===== config.mk =====
export PLATFORM = sky130hd
export DESIGN_NAME = cube_poly_sequencer
export DESIGN_NICKNAME = d
export VERILOG_FILES = /design/src/rtl/cube_seq_pkg.sv /design/src/rtl/cube_seq_fifo.sv /design/src/rtl/cube_poly_sequencer.sv
export SDC_FILE = /design/constraint.sdc
export NUM_CORES = 1
export LEC_CHECK = 0
export CAP_MARGIN = 5
export CORE_AREA = 8 8 63 65
export DETAILED_ROUTE_END_ITERATION = 7
export DIE_AREA = 0 0 71 73
export GPL_TIMING_DRIVEN = 0
export PLACE_DENSITY = 0.73
export REMOVE_ABC_BUFFERS = 1
export SLEW_MARGIN = 20
export SYNTH_ARGS = -nofsm -noshare
export SYNTH_HDL_FRONTEND = slang
export SYNTH_HIERARCHICAL = 1
export SYNTH_SLANG_ARGS = --single-unit

===== constraint.sdc =====
create_clock -name clk -period 2.49 [get_ports clk]
set_clock_uncertainty 0.15 [all_clocks]
set_input_delay 0.498 -clock clk [delete_from_list [all_inputs] [get_ports clk]]
set_output_delay 0.498 -clock clk [all_outputs]
set_load 0.02 [all_outputs]

===== src/rtl/cube_seq_pkg.sv =====
// rtl/cube_seq_pkg.sv - shared types and default widths for the cube sequencer
package cube_seq_pkg;

    localparam int CUBE_XW = 2;
    localparam int CUBE_RW = 3 * CUBE_XW;

    typedef enum logic [0:0] {
        S_IDLE,
        S_WAIT
    } cube_seq_state_t;

endpackage


===== src/rtl/cube_seq_fifo.sv =====
// rtl/cube_seq_fifo.sv - small sample FIFO feeding the cube sequencer
module cube_seq_fifo
    import cube_seq_pkg::*;
#(
    parameter int XW    = CUBE_XW,
    parameter int DEPTH = 4
) (
    input  logic          clk,
    input  logic          rst_n,
    input  logic          push_i,
    input  logic [XW-1:0] data_i,
    input  logic          pop_i,
    output logic          full_o,
    output logic          empty_o,
    output logic [XW-1:0] head_o
);

    localparam int PW = $clog2(DEPTH);
    localparam logic [PW:0] FULL_CNT = (PW + 1)'(DEPTH);

    logic [XW-1:0] mem_q [DEPTH];
    logic [PW-1:0] wr_ptr_q, wr_ptr_d;
    logic [PW-1:0] rd_ptr_q, rd_ptr_d;
    logic [PW:0]   count_q, count_d;
    logic          full_q;
    logic          do_push;
    logic          do_pop;

    assign do_push = push_i && !full_q;
    assign do_pop  = pop_i && (count_q != '0);
    assign full_o  = full_q;
    assign empty_o = (count_q == '0);
    assign head_o  = mem_q[rd_ptr_q];

    // Pointer and occupancy update; simultaneous push and pop leaves count unchanged
    always_comb begin
        wr_ptr_d = wr_ptr_q;
        rd_ptr_d = rd_ptr_q;
        count_d  = count_q;
        if (do_push) wr_ptr_d = wr_ptr_q + PW'(1);
        if (do_pop)  rd_ptr_d = rd_ptr_q + PW'(1);
        case ({do_push, do_pop})
            2'b10:   count_d = count_q + (PW + 1)'(1);
            2'b01:   count_d = count_q - (PW + 1)'(1);
            default: count_d = count_q;
        endcase
    end

    // Control state; full is registered so in_ready has no combinational path
    always_ff @(posedge clk or negedge rst_n) begin
        if (!rst_n) begin
            wr_ptr_q <= '0;
            rd_ptr_q <= '0;
            count_q  <= '0;
            full_q   <= 1'b0;
        end else begin
            wr_ptr_q <= wr_ptr_d;
            rd_ptr_q <= rd_ptr_d;
            count_q  <= count_d;
            full_q   <= (count_d == FULL_CNT);
        end
    end

    // Storage needs no reset; head is only meaningful while not empty
    always_ff @(posedge clk) begin
        if (do_push) mem_q[wr_ptr_q] <= data_i;
    end

endmodule


===== src/rtl/cube_poly_sequencer.sv =====
// rtl/cube_poly_sequencer.sv - feeds samples to seq_cube_poly and collects cubes
module cube_poly_sequencer
    import cube_seq_pkg::*;
#(
    parameter int XW      = CUBE_XW,
    parameter int RW      = CUBE_RW,
    parameter int DEPTH   = 4,
    parameter int TIMEOUT = 7
) (
    input  logic          clk,
    input  logic          rst_n,
    input  logic          in_valid,
    output logic          in_ready,
    input  logic [XW-1:0] in_x,
    output logic          cube_start,
    output logic [XW-1:0] cube_x,
    input  logic          cube_finish,
    input  logic [RW-1:0] cube_result,
    output logic          out_valid,
    input  logic          out_ready,
    output logic [RW-1:0] out_y,
    output logic          busy,
    output logic          err_timeout,
    input  logic          err_clr
);

    localparam int CW = $clog2(TIMEOUT + 1);

    cube_seq_state_t state_q, state_d;
    logic [CW-1:0]   cnt_q, cnt_d;
    logic            out_valid_q, out_valid_d;
    logic [RW-1:0]   out_y_q, out_y_d;
    logic            err_q, err_d;
    logic            timeout_hit;
    logic            fifo_full;
    logic            fifo_empty;

    cube_seq_fifo #(
        .XW    (XW),
        .DEPTH (DEPTH)
    ) u_fifo (
        .clk     (clk),
        .rst_n   (rst_n),
        .push_i  (in_valid),
        .data_i  (in_x),
        .pop_i   (cube_start),
        .full_o  (fifo_full),
        .empty_o (fifo_empty),
        .head_o  (cube_x)
    );

    assign in_ready    = !fifo_full;
    assign out_valid   = out_valid_q;
    assign out_y       = out_y_q;
    assign err_timeout = err_q;
    assign busy        = (state_q != S_IDLE) || !fifo_empty;

    // Issue/wait sequencing, output hand-off and sticky timeout flag
    always_comb begin
        state_d     = state_q;
        cnt_d       = cnt_q;
        out_valid_d = out_valid_q;
        out_y_d     = out_y_q;
        err_d       = err_q;
        cube_start  = 1'b0;
        timeout_hit = 1'b0;

        if (out_valid_q && out_ready) out_valid_d = 1'b0;

        case (state_q)
            S_IDLE: begin
                // Hold off while a result is still undelivered
                if (!fifo_empty && !out_valid_q) begin
                    cube_start = 1'b1;
                    state_d    = S_WAIT;
                    cnt_d      = CW'(1);
                end
            end
            S_WAIT: begin
                // First WAIT cycle ignores finish; it may be left over from the previous op
                if ((cnt_q != CW'(1)) && cube_finish) begin
                    out_y_d     = cube_result;
                    out_valid_d = 1'b1;
                    state_d     = S_IDLE;
                    cnt_d       = '0;
                end else if (cnt_q == CW'(TIMEOUT)) begin
                    timeout_hit = 1'b1;
                    state_d     = S_IDLE;
                    cnt_d       = '0;
                end else begin
                    cnt_d = cnt_q + CW'(1);
                end
            end
            default: begin
                state_d = S_IDLE;
                cnt_d   = '0;
            end
        endcase

        if (err_clr)     err_d = 1'b0;
        if (timeout_hit) err_d = 1'b1;
    end

    // Sequencer state register
    always_ff @(posedge clk or negedge rst_n) begin
        if (!rst_n) begin
            state_q     <= S_IDLE;
            cnt_q       <= '0;
            out_valid_q <= 1'b0;
            out_y_q     <= '0;
            err_q       <= 1'b0;
        end else begin
            state_q     <= state_d;
            cnt_q       <= cnt_d;
            out_valid_q <= out_valid_d;
            out_y_q     <= out_y_d;
            err_q       <= err_d;
        end
    end

endmodule


After elaboration in Yosys (flattened, before gate mapping) --
Memories as Yosys holds them, arrays and structs flattened. Cells that the tools add are included.
Storage, ports and cells: memories 1, word-level logic and storage cells 55, flip-flop bits (word level) 20, memory bits (writable) 8, input port bits 14
Operators by class: bitwise gates (word level) 1, muxes and demuxes 20, reduce and logical (&&, ||, !) cells 13, equality and inequality tests 6, add/sub/neg operators 5
Memory list:
- u_fifo.mem_q | words 4, width 2, rd ports 1, clocked after Yosys merged registers in 0, write ports 1, RTL line cube_seq_fifo.sv:21 | logic [XW-1:0] mem_q [DEPTH];
Operators with widths (number):
- $mux W1 | 14
- $pmux W3 S2 | 2
- $mux W3 | 3
- $add A3 B1 Y3 const B | 2
- $eq A3 B3 Y1 const B | 2
- $logic_and A1 B1 Y1 | 5
- $add A2 B1 Y2 const B | 2
- $logic_not A1 Y1 | 3
- $logic_not A3 Y1 | 1
- $ne A3 B1 Y1 const B | 1
- $reduce_bool A3 Y1 | 1
- $sub A3 B1 Y3 const B | 1
- $eq A2 B1 Y1 const B | 1
- $eq A2 B2 Y1 const B | 1
- $ne A2 B2 Y1 const B | 1
- $pmux W1 S2 | 1
- $reduce_and A2 Y1 | 1
- $reduce_bool A2 Y1 | 1
- $logic_or A1 B1 Y1 | 1
- $not A1 Y1 | 1

Depth between registers and ports, before layout --
Gate-level depths: netlist of run 1.
depth in word-level cells 9, gate-level depth with buffers 9

Modules after synthesis --
Netlist of run 1, hierarchy kept.
By module, submodules not included:
- cube_seq_fifo | instances 1, sequential area each 440.4 um^2, cells an instance 51, area an instance 738.2 um^2
- cube_poly_sequencer | instances 1, sequential area each 300.3 um^2, cells an instance 42, area an instance 559.3 um^2

Worst setup path after synthesis of run 1 --
Ideal clock, no wire load.
kind flip-flop to flip-flop, from register u_fifo.count_q[0], to register u_fifo.full_q (netlist: u_fifo/full_o), data required time 2.253 ns, stages on the path, launching flop included 10, slack -0.351 ns, data arrival time 2.605 ns, buffers on the path 0, cell sequence dfrtp_1 > nor3_1 > nor3_1 > o31a_1 > ha_1 > inv_1 > fa_1 > xor2_1 > or3_4 > a211oi_2
Between the ends: cells in the longest elaborated chain, start to end 9, elaborated cells on any way between the ends 13, classes of those cells 2 x add/sub; 3 x eq/ne; 3 x mux; 5 x reduce/logical
Ends and longest elaborated chain:
- from (decl) | RTL line cube_seq_fifo.sv:24 | logic [PW:0] count_q, count_d;
- from (signal assigned) | RTL line cube_seq_fifo.sv:59 | count_q <= count_d;
- $logic_not A3 Y1 (*) | RTL line cube_seq_fifo.sv:32 | assign empty_o = (count_q == '0);
- via fifo_empty | RTL line cube_poly_sequencer.sv:36 | logic fifo_empty;
- $logic_not A1 Y1 (*) | RTL line cube_poly_sequencer.sv:73 | if (!fifo_empty && !out_valid_q) begin
- $logic_and A1 B1 Y1 (*) | RTL line cube_poly_sequencer.sv:73
- $mux W1 (*) | RTL line cube_poly_sequencer.sv:73
- $mux W1 (*) | RTL line cube_poly_sequencer.sv:70 | case (state_q)
- via cube_start | RTL line cube_poly_sequencer.sv:15 | output logic cube_start,
- $logic_and A1 B1 Y1 (*) | RTL line cube_seq_fifo.sv:30 | assign do_pop = pop_i && (count_q != '0);
- via u_fifo.do_pop | RTL line cube_seq_fifo.sv:27 | logic do_pop;
- $eq A2 B1 Y1 or $eq A2 B2 Y1 (tied branches) | RTL line cube_seq_fifo.sv:42 | case ({do_push, do_pop})
- $pmux W3 S2 (*) | RTL line cube_seq_fifo.sv:42
- $eq A3 B3 Y1 (*) | RTL line cube_seq_fifo.sv:60 | full_q <= (count_d == FULL_CNT);
- to (signal assigned) | RTL line cube_seq_fifo.sv:60
- to (decl) | RTL line cube_seq_fifo.sv:25 | logic full_q;
Mark *: on every way through the listed nets, which the timed path passes. The rest lies on a longest branch. A chain may end at the register's enable or synchronous reset.

Final worst setup path of run 1 --
from register u_fifo.count_q[1], to register u_fifo.full_q (netlist: u_fifo/full_o)
Between the ends: cells in the longest elaborated chain, start to end 9, elaborated cells on any way between the ends 13, classes of those cells 2 x add/sub; 3 x eq/ne; 3 x mux; 5 x reduce/logical
Ends and longest elaborated chain (RTL line):
- $logic_not A3 Y1 (*) | cube_seq_fifo.sv:32
- via fifo_empty | cube_poly_sequencer.sv:36
- $logic_not A1 Y1 (*) | cube_poly_sequencer.sv:73
- $logic_and A1 B1 Y1 (*) | cube_poly_sequencer.sv:73
- $mux W1 (*) | cube_poly_sequencer.sv:73
- $mux W1 (*) | cube_poly_sequencer.sv:70
- $logic_and A1 B1 Y1 (*) | cube_seq_fifo.sv:30
- via u_fifo.do_pop | cube_seq_fifo.sv:27
- $eq A2 B1 Y1 or $eq A2 B2 Y1 (tied branches) | cube_seq_fifo.sv:42
- $pmux W3 S2 (*) | cube_seq_fifo.sv:42
- $eq A3 B3 Y1 (*) | cube_seq_fifo.sv:60
Marks and branches as above.

==> flow_summary.toml, run 1 <==
[timing]
final_total_negative_setup_slack_ps = 0
setup_viol = 0
maxSlewHeadroom_pct = 42.64
tightest_slew_ps = 857.8
fmaxAchievable_mhz = 404.8
postLayoutSetupSlackWorst_ps = 19.42
pins_over_slew_limit = 0
grt_setup_unrepaired = "yes"
post-route-period-util_pct = 99.22
finalCriticalPeriod_ps = 2471
hold_viol_final = 0

[global_route]
wire_length_of_the_first_global_routing_pass_mm = 3.815
antenna_found_initial = 0
grt_pass1_vias = 851
globalRoute.totalOverflow = 0
globalRouteTotalUtil_pct = 9.241
grt_start_max_net_pins = 21

[cts]
clock_insertion_delay_worst_skew_ps = 320
cts_tree = "built"
htree_num_levels = 1
ctsRootBufferMaster = "sky130_fd_sc_hd__clkbuf_4"
cts_inserted_buffers = 3
clock_sink_total = 28
max-clock-path-buffers = 2
cts.clk_slew.worst_paths_ps = 140
hold_buffers_post_cts = 0

[critical_path]
timing.reg2reg.setup_slack_ps = 20
worst_r2r_startpoint = "u_fifo/count_q[1]$_DFF_PN0_"
timing.setup.critical_path_class = "reg2reg"
r2r_end = "u_fifo/full_o$_DFF_PN0_"
data_arrival_time_of_the_worst_path_ps = 2570
timing.critical_path.fanout_max = 3
crit_path_end_kind = "flip-flop"
setup.worst_path.start_class = "flip-flop"
critPathRequiredTime_ps = 2590
reg2regPathDepth = 9

[power]
power_per_cell_area_nw_per_um2 = 1300
leakage_nw = 0.7515
irDropWorstVdd_v = 0.0007676

[route]
avgRoutedWirePerCell_um = 14.72
route.antenna.remaining_nets = 0
detail_route.iter0.violations = 40
detail_route.first_pass.iterations = 4
vias = 807
route.detailed.drc = 0
route.detailed.vias_per_inst = 5.075
detail_route.wirelength_mm = 2.341

[die]
design.portCount = 27
starting_density_pct = 43.94
coreArea_um2 = 2953
fp.dieH_um = 73
num_rows = 20
die_boundary_width_um = 71
design.die.area_um2 = 5183

[synthesis]
synth_seq_cells = 28
synthesis_warnings = 6
synth.distinct_cells = 29
synth_largest_type_area_fraction_pct = 38.57
top_post_synthesis_cells_by_area = "sky130_fd_sc_hd__dfrtp_1, sky130_fd_sc_hd__edfxtp_1, sky130_fd_sc_hd__ha_1"
part_of_the_yosys_area_used_for_sequential_elements_pct = 57.09
yosys.area.top_type = "sky130_fd_sc_hd__dfrtp_1"
synth_cell_area_um2 = 1297
netlist_instances = 93
syn_avg_cell_area_um2 = 13.95

[placed_design]
place_worst_setup_slack_ps = -299.8
global_placement_routability_congestion = 0.7636
port_buffers = 26
dp_hpwl_mm = 1.768
place_inst = 150

[layout]
flow.area_growth_from_synthesis_pct = 31.34
final_layout_size_suffix_gt1_share_pct = 22.22
nNetsFinal = 150
finalNonFillerCells = 159
antenna-diode-count = 0

[job]
max_cap_violations = 0

[hold_path]
hold_path_depth = 1
hold_path_class = "reg2reg"
worst_hold_startpoint = "err_timeout$_DFFE_PN0P_"
min_delay_worst_endpoint = "err_timeout$_DFFE_PN0P_"

[run_status]
run_status = "complete, no violations"
==> layer usage <==
layer | up-vias | global-route usage (%) | routed length (µm)
met2 | 13 | 17.10 | 1285
met5 | - | 0 | 0
met3 | 2 | 3.297 | 103
met1 | 407 | 8.949 | 915
li1 | 385 | - | -
met4 | 0 | 4.388 | 36
==> cell type report <==
class                   instances  area, µm²
inverters                      11      41.29
fillers                       241       1249
clock inverters                 1      30.03
flip-flops and latches         28      744.5
well taps                      33      41.29
clock buffers                   3      22.52
multi-input cells              52      521.8
repair buffers                 31      302.8
==> sequential cells by signal, summed over array words and instances (netlist names) <==
signal,flops
u_fifo/wr_ptr_q,2
u_fifo/rd_ptr_q,2
err_timeout,1
cnt_q,3
u_fifo/full_o,1
u_fifo/mem_q,8
out_valid,1
state_q,1
u_fifo/count_q,3
out_y,6
==> synth_stat cells, drive strengths merged <==
library cell  number
o21ai              2
xor2               2
nor3               2
clkbuf             1
buf                1
a211oi             1
nor2               3
or3                1
mux2               6
inv               11
o31a               1
ha                 8
o22ai              2
nand2b             2
mux4               2
and2               4
a211o              1
and3               1
fa                 1
edfxtp             8
mux2i              1
nand2              5
nor2b              1
dfrtp             20
a32o               2
o2bb2ai            1
xnor2              3
==> worst max-delay path: stages, from the launching register on <==
cell,delay (ps)
sky130_fd_sc_hd__dfrtp_1,420
sky130_fd_sc_hd__nor3_2,90
sky130_fd_sc_hd__nor3_4,200
sky130_fd_sc_hd__o31a_1,210
sky130_fd_sc_hd__ha_2,200
sky130_fd_sc_hd__inv_1,50
sky130_fd_sc_hd__fa_1,370
sky130_fd_sc_hd__xor2_1,170
sky130_fd_sc_hd__or3_4,340
sky130_fd_sc_hd__a211oi_2,210
==> power by group <==
group	switching, W	leakage [nW]	internal (W)	total (W)
sequential	0.000152	0.314	0.000663	0.000815
combinational	0.000520	0.410	0.000591	0.00111
clock	0.000127	0.0279	0.000163	0.000289
==> per-stage QoR <==
step	total power (W)	util (%)	area, µm²	hold slack (ps)
6_report	0.002216	57.71	1704	379.1
5_1_grt	0.002367	57.71	1704	390.8
2_1_floorplan	0.001481	-	1282	52.41
3_3_place_gp	0.001801	53.64	1584	328.8
3_5_place_dp	0.001845	53.64	1584	347.1
4_1_cts	0.002214	56.82	1678	383.5
==> cell families (layout without fill, tap and decap cells) <==
logic type	Yosys count	in the layout	synth area share, %
compound gates	10	10	6.364
xor+xnor	5	5	3.376
fa+ha+maj	9	9	9.258
buf+inv	13	46	4.339
flops	28	28	57.09
mux	9	9	11.19
simple gates	19	19	8.390
==> repair_timing <==
action / CTS / global route
pin swaps: 1 / 0
resized for setup: 5 / 5
setup buffers: 3 / 2
endpoints found under the setup margin: 5 / 3
==> worst max-delay path by stage <==
| stage | from | end | slack [ps] | cells past startpoint |
|---|---|---|---|---|
| 2_1_floorplan | u_fifo/count_q[0]$_DFF_PN0_ | u_fifo/full_o$_DFF_PN0_ | -350 | 9 |
| 3_3_place_gp | in_valid | u_fifo/full_o$_DFF_PN0_ | -280 | 9 |
| 3_5_place_dp | in_valid | u_fifo/full_o$_DFF_PN0_ | -300 | 9 |
| 4_1_cts | u_fifo/rd_ptr_q[0]$_DFFE_PN0P_ | cube_x[0] | 5 | 2 |
| 5_1_grt | u_fifo/count_q[1]$_DFF_PN0_ | u_fifo/full_o$_DFF_PN0_ | -90 | 9 |
| 6_report | u_fifo/count_q[1]$_DFF_PN0_ | u_fifo/full_o$_DFF_PN0_ | 20 | 9 |
==> layout by cell type (no fill, tap or decap) <==
cell type	Yosys	final
sky130_fd_sc_hd__a32o_1	2	2
sky130_fd_sc_hd__or3_4	1	1
sky130_fd_sc_hd__o22ai_1	2	2
sky130_fd_sc_hd__mux2_4	6	6
sky130_fd_sc_hd__and3_1	1	1
sky130_fd_sc_hd__a211o_2	1	1
sky130_fd_sc_hd__nand2b_4	1	1
sky130_fd_sc_hd__dfrtp_1	20	17
sky130_fd_sc_hd__buf_4	0	5
sky130_fd_sc_hd__o21ai_0	1	1
sky130_fd_sc_hd__nor3_2	0	1
sky130_fd_sc_hd__bufinv_16	0	1
sky130_fd_sc_hd__clkbuf_4	0	3
sky130_fd_sc_hd__nor2b_2	0	1
sky130_fd_sc_hd__nor2_1	3	3
sky130_fd_sc_hd__nand2b_1	1	1
sky130_fd_sc_hd__mux2i_1	1	1
sky130_fd_sc_hd__o2bb2ai_1	1	1
sky130_fd_sc_hd__inv_1	11	11
sky130_fd_sc_hd__ha_2	0	1
sky130_fd_sc_hd__ha_1	8	7
sky130_fd_sc_hd__edfxtp_1	8	8
sky130_fd_sc_hd__nor3_4	0	1
sky130_fd_sc_hd__dfrtp_2	0	3
sky130_fd_sc_hd__o31a_1	1	1
sky130_fd_sc_hd__xnor2_1	3	3
sky130_fd_sc_hd__xor2_1	2	2
sky130_fd_sc_hd__mux4_2	2	2
sky130_fd_sc_hd__nand2_1	5	5
sky130_fd_sc_hd__clkdlybuf4s50_1	0	24
sky130_fd_sc_hd__dlymetal6s2s_1	0	2
sky130_fd_sc_hd__and2_1	4	4
sky130_fd_sc_hd__fa_1	1	1
sky130_fd_sc_hd__o21ai_1	1	1
sky130_fd_sc_hd__a211oi_2	1	1
No activity file was read; power rests on OpenSTA's default activity.
==> inputs of run 2 (changes only) <==
--- a/config.mk
+++ b/config.mk
@@ -5,8 +5,10 @@
 export SDC_FILE = /design/constraint.sdc
 export NUM_CORES = 1
 export LEC_CHECK = 0
+export ABC_AREA = 0
 export CAP_MARGIN = 5
 export CORE_AREA = 8 8 63 65
+export CTS_BUF_LIST = sky130_fd_sc_hd__clkbuf_4 sky130_fd_sc_hd__clkbuf_8 sky130_fd_sc_hd__clkbuf_16
 export DETAILED_ROUTE_END_ITERATION = 7
 export DIE_AREA = 0 0 71 73
 export GPL_TIMING_DRIVEN = 0
==> results of run 2 <==
No change in the layout: final DEF, timing and power equal those of run 1.
==> inputs of run 3 (changes only) <==
--- a/config.mk
+++ b/config.mk
@@ -7,10 +7,10 @@
 export LEC_CHECK = 0
 export ABC_AREA = 0
 export CAP_MARGIN = 5
-export CORE_AREA = 8 8 63 65
+export CORE_AREA = 5 5 60 62
 export CTS_BUF_LIST = sky130_fd_sc_hd__clkbuf_4 sky130_fd_sc_hd__clkbuf_8 sky130_fd_sc_hd__clkbuf_16
 export DETAILED_ROUTE_END_ITERATION = 7
-export DIE_AREA = 0 0 71 73
+export DIE_AREA = 0 0 65 67
 export GPL_TIMING_DRIVEN = 0
 export PLACE_DENSITY = 0.73
 export REMOVE_ABC_BUFFERS = 1
==> run 3 against run 2 <==
Compared with the run above: die area shrank 16%; final area grew 0.59%; sequential power fell by 2%; cell count rose by 1.3%; power down 0.39%; clock power fell by 13%; highest routed layer unchanged.
==> flow_summary.toml, run 3 (synthesized netlist as in run 1, its figures left out) <==
[timing]
post-route-period-util_pct = 98.55
fmaxAchievable_mhz = 407.5
setup_viol = 0
maxSlewHeadroom_pct = 40.10
tightest_slew_ps = 895.6
final_total_negative_setup_slack_ps = 0
grt_setup_unrepaired = "yes"
hold_viol_final = 0
postLayoutSetupSlackWorst_ps = 35.99
finalCriticalPeriod_ps = 2454
pins_over_slew_limit = 0

[die]
fp.dieH_um = 67
design.portCount = 27
die_boundary_width_um = 65
starting_density_pct = 43.57
design.die.area_um2 = 4355
num_rows = 20
coreArea_um2 = 2978

[cts]
clock_insertion_delay_worst_skew_ps = 330
cts.clk_slew.worst_paths_ps = 160
max-clock-path-buffers = 2
ctsRootBufferMaster = "sky130_fd_sc_hd__clkbuf_4"
htree_num_levels = 1
clock_sink_total = 28
cts_tree = "built"
cts_inserted_buffers = 3

[critical_path]
r2r_end = "u_fifo/full_o$_DFF_PN0_"
reg2regPathDepth = 9
setup.worst_path.start_class = "flip-flop"
crit_path_end_kind = "flip-flop"
timing.critical_path.fanout_max = 3
data_arrival_time_of_the_worst_path_ps = 2550
timing.critical_path.slowest_stage_cell = "sky130_fd_sc_hd__dfrtp_1"
timing.setup.critical_path_class = "reg2reg"
critical_path.top_delay_family = "simple AND/OR/NAND/NOR gates"
critPathRequiredTime_ps = 2580
number_of_buffer_and_inverter_instances_along_the_worst_setup_path = 1
worst_r2r_startpoint = "u_fifo/count_q[2]$_DFF_PN0_"
timing.reg2reg.setup_slack_ps = 40
max_stage_delay_ps = 440
cp_cell_sequence = "nor3_4 > nor3_2 > o31a_1 > ha_2 > inv_1 > fa_2 > xor2_1 > or3_4 > a211oi_2"

[route]
detail_route.iter0.violations = 37
avgRoutedWirePerCell_um = 14.55
route.detailed.drc = 0
vias = 805
detail_route.wirelength_mm = 2.343
detail_route.first_pass.iterations = 4
route.antenna.remaining_nets = 0
route.detailed.vias_per_inst = 5.000

[power]
power_switching_share_pct = 36.67
post-layout-total-power_w = 0.002207
cell_internal_pwr_w = 0.001398
netSwitchingPower_w = 0.0008093
power_per_cell_area_nw_per_um2 = 1287
share_clk_of_total_power_pct = 11.4
leakage_nw = 0.7678
irDropWorstVdd_v = 0.0004180
power.share.combinational_pct = 52.4
power.sequential.fraction_pct = 36.2

[hold_path]
hold_path_class = "reg2reg"
min_delay_worst_endpoint = "u_fifo/rd_ptr_q[1]$_DFFE_PN0P_"
worst_hold_startpoint = "u_fifo/rd_ptr_q[1]$_DFFE_PN0P_"
hold_path_depth = 1

[global_route]
grt_start_max_net_pins = 21
grt_pass1_vias = 851
globalRoute.totalOverflow = 0
antenna_found_initial = 0
wire_length_of_the_first_global_routing_pass_mm = 3.953
globalRouteTotalUtil_pct = 11.80

[placed_design]
place_inst = 150
place_worst_setup_slack_ps = -319.1
global_placement_routability_congestion = 0.7513
dp_hpwl_mm = 1.727
port_buffers = 26

[layout]
layout_commonest_cell = "sky130_fd_sc_hd__clkdlybuf4s50_1"
fillCellCount = 250
finalNonFillerCells = 161
antenna-diode-count = 0
nNetsFinal = 152
largest_register = "u_fifo/mem_q"
flow.area_growth_from_synthesis_pct = 32.11
largest_register_ff_count = 8
final_layout_size_suffix_gt1_share_pct = 23.44
layout.cells.most_common_list = "sky130_fd_sc_hd__clkdlybuf4s50_1, sky130_fd_sc_hd__dfrtp_1, sky130_fd_sc_hd__inv_1, sky130_fd_sc_hd__edfxtp_1"

[job]
max_cap_violations = 0

[run_status]
run_status = "complete, no violations"
## run 3: how the worst max path moves through the flow
stage | from | to | slack, ps | cells after the start
CTS | u_fifo/count_q[2]$_DFF_PN0_ | u_fifo/full_o$_DFF_PN0_ | -6 | 9
finish | u_fifo/count_q[2]$_DFF_PN0_ | u_fifo/full_o$_DFF_PN0_ | 40 | 9
floorplan | u_fifo/count_q[0]$_DFF_PN0_ | u_fifo/full_o$_DFF_PN0_ | -350 | 9
global route | u_fifo/count_q[2]$_DFF_PN0_ | u_fifo/full_o$_DFF_PN0_ | -100 | 9
detailed placement | in_valid | u_fifo/full_o$_DFF_PN0_ | -320 | 9
global placement | in_valid | u_fifo/full_o$_DFF_PN0_ | -270 | 9
## run 3: layout make-up
| class | instances | area, µm² | share of cell area, % |
|---|---|---|---|
| flip-flops and latches | 28 | 743.2 | 43.36 |
| well taps | 33 | 41.29 | 2.409 |
| repair buffers | 33 | 316.6 | 18.47 |
| inverters | 11 | 41.29 | 2.409 |
| clock buffers | 4 | 47.55 | 2.774 |
| multi-input cells | 52 | 524.3 | 30.58 |
## run 3: power by group through the flow
stage	logic (W)	clock network (W)	registers [W]
final	0.00116	0.000252	0.000799
after global routing	0.00127	0.000282	0.000828
after CTS	0.00112	0.000263	0.000785
after detailed placement	0.00103	0	0.000809
after global placement	0.000999	0	0.000801
after floorplan	0.000627	0	0.000854
## run 3: routing by layer
metal / vias up / global-route usage [%] / routed length (µm)
li1: 385 / - / -
met1: 405 / 13.89 / 995
met2: 13 / 21.07 / 1249
met3: 2 / 1.349 / 64
met4: 0 / 6.069 / 34
met5: - / 0 / 0
## run 3: timing repair
action,in CTS,in global routing
hold buffers,0,0
resized for setup,5,6
pin swaps,1,3
endpoints found under the hold margin,0,0
setup endpoints to repair,5,5
setup buffers,5,2
## run 3: through the flow
| stage | area [µm²] | hold WS, ps | util [%] |
|---|---|---|---|
| global placement | 1584 | 327.4 | 53.19 |
| global route | 1714 | 389.2 | 57.56 |
| CTS | 1678 | 378.2 | 56.34 |
| detailed placement | 1584 | 342.2 | 53.19 |
| floorplan | 1282 | 52.41 | - |
| finish | 1714 | 371.2 | 57.56 |
